### src/rtl/agu_arbiter.sv
// agu_arbiter: two-requester address generation unit with a one-entry result register.
// Define AGUARB_RR_EN for round-robin arbitration; default build is fixed priority with starvation guard.
module agu_arbiter #(
   parameter int unsigned STARVE_MAX = 4
) (
   input  logic        clk,
   input  logic        reset_n,
   input  logic        req0_valid,
   input  logic        req1_valid,
   output logic        req0_ready,
   output logic        req1_ready,
   input  logic [2:0]  req0_mode,
   input  logic [2:0]  req1_mode,
   input  logic [31:0] req0_base,
   input  logic [31:0] req0_idx,
   input  logic [31:0] req0_disp,
   input  logic [31:0] req1_base,
   input  logic [31:0] req1_idx,
   input  logic [31:0] req1_disp,
   output logic        out_valid,
   input  logic        out_ready,
   output logic [31:0] out_addr,
   output logic        out_src,
   output logic        out_fault
);
   typedef enum logic {IDLE, HOLD} state_t;
   state_t      r_state;
   logic        w_space;
   logic        w_accept;
   logic        w_grant;
   logic [2:0]  w_mode;
   logic [31:0] w_base;
   logic [31:0] w_t;
   logic [31:0] w_addr;
   logic        w_fault;

   assign w_space    = (r_state == IDLE) || out_ready;
   assign w_accept   = w_space && (req0_valid || req1_valid);
   assign req0_ready = reset_n && w_accept && !w_grant;
   assign req1_ready = reset_n && w_accept && w_grant;
   assign out_valid  = (r_state == HOLD);

`ifdef AGUARB_RR_EN
   logic r_rr;
   assign w_grant = (req0_valid && req1_valid) ? r_rr : req1_valid;
   always_ff @(posedge clk or negedge reset_n)
      if (!reset_n) r_rr <= 1'b0;
      else if (w_accept) r_rr <= !w_grant;
`else
   localparam int CW = $clog2(STARVE_MAX + 1);
   logic [CW-1:0] r_starve;
   assign w_grant = req1_valid && (!req0_valid || r_starve >= CW'(STARVE_MAX));
   // Counts port-0 wins only while port 1 is waiting; any break in req1_valid restarts the streak.
   always_ff @(posedge clk or negedge reset_n)
      if (!reset_n) r_starve <= '0;
      else if (!req1_valid || (w_accept && w_grant)) r_starve <= '0;
      else if (w_accept && r_starve < CW'(STARVE_MAX)) r_starve <= r_starve + 1'b1;
`endif

   assign w_mode  = w_grant ? req1_mode : req0_mode;
   assign w_base  = w_grant ? req1_base : req0_base;
   assign w_t     = w_grant ? req1_idx + req1_disp : req0_idx + req0_disp;
   assign w_fault = (w_mode == 3'd0) || (w_mode == 3'd6);
   assign w_addr  = (w_mode >= 3'd1 && w_mode <= 3'd5) ? w_base + (w_t << (w_mode - 3'd1)) :
                    (w_mode == 3'd7) ? w_base : '0;

   always_ff @(posedge clk or negedge reset_n)
      if (!reset_n) begin
         r_state   <= IDLE;
         out_addr  <= '0;
         out_src   <= 1'b0;
         out_fault <= 1'b0;
      end else if (w_accept) begin
         r_state   <= HOLD;
         out_addr  <= w_addr;
         out_src   <= w_grant;
         out_fault <= w_fault;
      end else if (out_ready) begin
         r_state   <= IDLE;
      end
endmodule

### config.mk
export PLATFORM = sky130hd
export DESIGN_NAME = agu_arbiter
export DESIGN_NICKNAME = d
export VERILOG_FILES = /design/src/rtl/agu_arbiter.sv
export SDC_FILE = /design/constraint.sdc
export NUM_CORES = 1
export LEC_CHECK = 0
export BUFFER_PORTS_ARGS = -buffer_cell sky130_fd_sc_hd__buf_2
export CORE_ASPECT_RATIO = 1.25
export CORE_UTILIZATION = 35
export DETAILED_ROUTE_END_ITERATION = 8
export GPL_TIMING_DRIVEN = 0
export PLACE_DENSITY = 0.71
export RECOVER_POWER = 25
export SYNTH_ARGS = -nofsm -noshare
export SYNTH_HDL_FRONTEND = slang
export SYNTH_SLANG_ARGS = --single-unit
### constraint.sdc
create_clock -name clk -period 6 [get_ports clk]
set_clock_uncertainty 0.05 [all_clocks]
set_input_delay 0 -clock clk [delete_from_list [all_inputs] [get_ports clk]]
set_output_delay 0 -clock clk [all_outputs]
set_load 0.01 [all_outputs]
==> impl_metrics.yaml <==
final_layout:
  drive_gt1_share_pct: 20.9
  final_nets: 1733
  syn_to_final_growth_pct: 21.4
  diodes: 0
  fin_util_pct: 43.7
place:
  gp_congestion: 1.01
  hpwl_mm: 25.4
  port_buffers: 238
drt:
  vias: 9646
  drc: 0
  initialDrtViolationCount: 513
  wl_mm: 29.8
  dr.pass1.iters: 7
  drtAntennaViolNets: 0
  routedWlPerCell_um: 17.0
  vias_per_cell: 5.51
grt:
  gr-usage-all-layers_pct: 23.3
  grt_pass1_vias: 9240
  antenna_found_initial: 0
  grt_overflow_total: 0
  grt_pass1_wl_mm: 46.5
  grt_max_degree: 41
floorplan:
  design.core.area_um2: 24000
  die_x_um: 142
  die_area_um2: 25300
  fp-row-count: 63
  start_util_pct: 36.0
  die_h_um: 177
  io_pins: 240
worst_setup_path:
  arrival_ns: 5.81
  critical-path-slowest-cell: "a2111oi_4"
  crit_family: "compound AO/OA/AOI/OAI gates"
  path_cells: "nand2b_2, and2_1, buf_6, a21oi_1, buf_6, ha_1, buf_2, inv_2, clkbuf_4, mux2i_2, nor2_1, ha_1, a21o_1, a2111oi_4, o21bai_2, a31o_2, o2111ai_2, a31oi_1, a21oi_1, o21ai_1, xor2_1, a221oi_1, nor2_1"
  endpoint_kind: "flop"
  cpPeakStageDelay_ns: 0.40
  critPathLaunchType: "flop"
  setup.worst_path.class: "flop to flop"
  critPathRequiredTime_ns: 6.11
  critPathBufInv: 5
  critical_path.max_fanout: 20
clocking:
  path_clk_slew_ns: 0.07
  clk_latency_ns: 0.29
  cts_tree: "done"
  ctsHtreeMaxLevel: 2
  cts.sinks: 38
  clock_path_buffers: 2
  cts_buffers: 5
  cts_root_buf: "clkbuf_16"
pwr:
  power_mw: 2.63
  vdd.ir_drop.worst_v: 0.000148
  powerDensity_nw_per_um2: 252
  leakagePower_nw: 5.04
timing:
  fmax_ghz: 0.175
  min_period_over_period_pct: 95.0
  rsz0062_at_grt: "yes"
  final-hold-violation-count: 0
  min_period_ns: 5.70
  worst_pin_slew_ns: 0.902
  slew_headroom_pct: 39.8
  holdWs_ns: 0.0351
  setup_violations: 0
  final_max_slew_viol_count: 0
yosys:
  synth_edf_count: 0
  ys.flop_type: "dfrtp_1"
  ys_seq_elements: 38
  avgSynthCellArea_um2: 7.31
  yosysSeqAreaShare_pct: 11.0
  synth_top_cell_area_share_pct: 14.7
  synth_nets: 1486
  yosysUniqueCellTypes: 92
  yosys_warnings: 0
  synthesis.area_um2: 8620
  yosysTopAreaCell: "ha_1"
  ys_top_cells_by_area: "ha_1, dfrtp_1, nand2_1"
  synth_cells: 1179
  synth-async-reset-ratio_pct: 100
min_path:
  hold_path.class: "input port to flop"
job:
  maxCapViolCount: 0
run_status:
  status: "completed"
==> cell families (layout without fill, tap and decap cells) <==
logic type | Yosys count | count (layout) | share of synthesized area (%)
fa+ha+maj | 104 | 104 | 15.4
simple gates | 428 | 428 | 22.7
buf+inv | 82 | 330 | 4.35
compound gates | 385 | 385 | 30.7
flops | 38 | 38 | 11.0
mux | 69 | 69 | 8.32
xor+xnor | 73 | 73 | 7.59
==> final timing paths <==
| kind | from | endpoint | slack, ns | depth (start not counted) |
|---|---|---|---|---|
| max | r_starve[2]$_DFFE_PN0P_ | out_addr[29]$_DFFE_PN0P_ | 0.30 | 23 |
| min | out_ready | out_src$_DFFE_PN0P_ | 0.04 | 3 |
| max reg2reg | r_starve[2]$_DFFE_PN0P_ | out_addr[29]$_DFFE_PN0P_ | 0.30 | 23 |
| min reg2reg | out_src$_DFFE_PN0P_ | out_src$_DFFE_PN0P_ | 0.43 | 2 |
| max in group asynchronous | reset_n | out_addr[21]$_DFFE_PN0P_ | 5.00 | 2 |
| min in group asynchronous | reset_n | out_addr[12]$_DFFE_PN0P_ | 0.32 | 2 |
==> worst register-to-register path: stages, from the launching register on <==
cell	delay, ns
dfrtp_1	0.37
nand2b_2	0.25
and2_1	0.20
buf_6	0.14
a21oi_1	0.25
buf_6	0.25
ha_1	0.26
buf_2	0.17
inv_2	0.16
clkbuf_4	0.28
mux2i_2	0.28
nor2_1	0.07
ha_1	0.32
a21o_1	0.23
a2111oi_4	0.40
o21bai_2	0.15
a31o_2	0.32
o2111ai_2	0.24
a31oi_1	0.16
a21oi_1	0.25
o21ai_1	0.12
xor2_1	0.15
a221oi_1	0.40
nor2_1	0.09
==> routing by layer <==
| metal | global-route usage, % | share of wire (%) | vias to the layer above |
|---|---|---|---|
| met5 | 0 | 0 | - |
| met4 | 6.32 | 2.2 | 0 |
| met3 | 1.13 | 4.7 | 43 |
| met2 | 43.4 | 50 | 358 |
| met1 | 28.7 | 43 | 4404 |
| li1 | - | - | 4841 |
==> through the flow <==
step           cell area, µm²  setup WS, ns  std cells  setup TNS (ns)
4_1_cts                 10500        0.0285       1752               0
5_1_grt                 10500       -0.0229       1752         -0.0305
3_5_place_dp            10200        -0.795       1742           -6.41
6_report                10500         0.302       1752               0
2_1_floorplan            8620         0.441       1179               0
3_3_place_gp            10200        -0.722       1742           -5.68
==> layout make-up <==
cell class	count	area (µm²)
Clock inverter	3	68.8
Sequential cell	38	951
Tap cell	325	407
Clock buffer	5	125
Timing Repair Buffer	242	1200
Multi-Input combinational cell	1059	7330
Inverter	26	97.6
Fill cell	2590	13500
Buffer	54	292
==> power breakdown <==
part           internal [mW]  total (mW)  switching [mW]
Combinational          0.781        1.88            1.10
Sequential             0.348       0.400          0.0521
Clock                  0.239       0.354           0.115
Total                   1.37        2.63            1.26
==> cells in the final DEF, fill, tap and decap left out, drive strengths merged, types with 11 or more instances in the layout <==
master  count
buf       236
nand2     174
nor2      117
a21oi     109
ha        101
o21ai      80
mux2i      63
clkbuf     61
xnor2      43
a21o       39
dfrtp      38
xor2       30
a221oi     27
inv        26
nand3      23
nor3       22
o21a       20
a211oi     14
and2       14
and3       11
a31oi      11
==> state kept, by name, summed over array words and instances (netlist names) <==
name,flops
out_src,1
out_addr,32
r_starve,3
out_valid,1
out_fault,1
==> synthesized netlist by cell type, types with 7 or more instances <==
library cell / instances
a21o_1: 39
and2_1: 11
nand2_1: 174
o21bai_1: 9
inv_1: 23
clkbuf_1: 31
mux2i_1: 62
and3_1: 11
xnor2_1: 42
o21ai_0: 62
a221oi_1: 25
ha_1: 101
or3_1: 9
nand4_1: 10
nor2b_1: 10
nor3_1: 22
buf_1: 9
o21a_1: 20
a21oi_1: 105
a31oi_1: 10
nand2b_1: 10
xor2_1: 29
nand3_1: 22
o21ai_1: 15
dfrtp_1: 38
a211oi_1: 12
a211o_1: 7
nor2_1: 117
==> what timing repair did <==
item | in CTS | in global routing
hold buffers | 4 | 0
setup endpoints to repair | 15 | 9
hold endpoints to repair | 40 | 0
resized for setup | 9 | 14
setup buffers | 0 | 0
No activity file was read; power rests on OpenSTA's default activity.
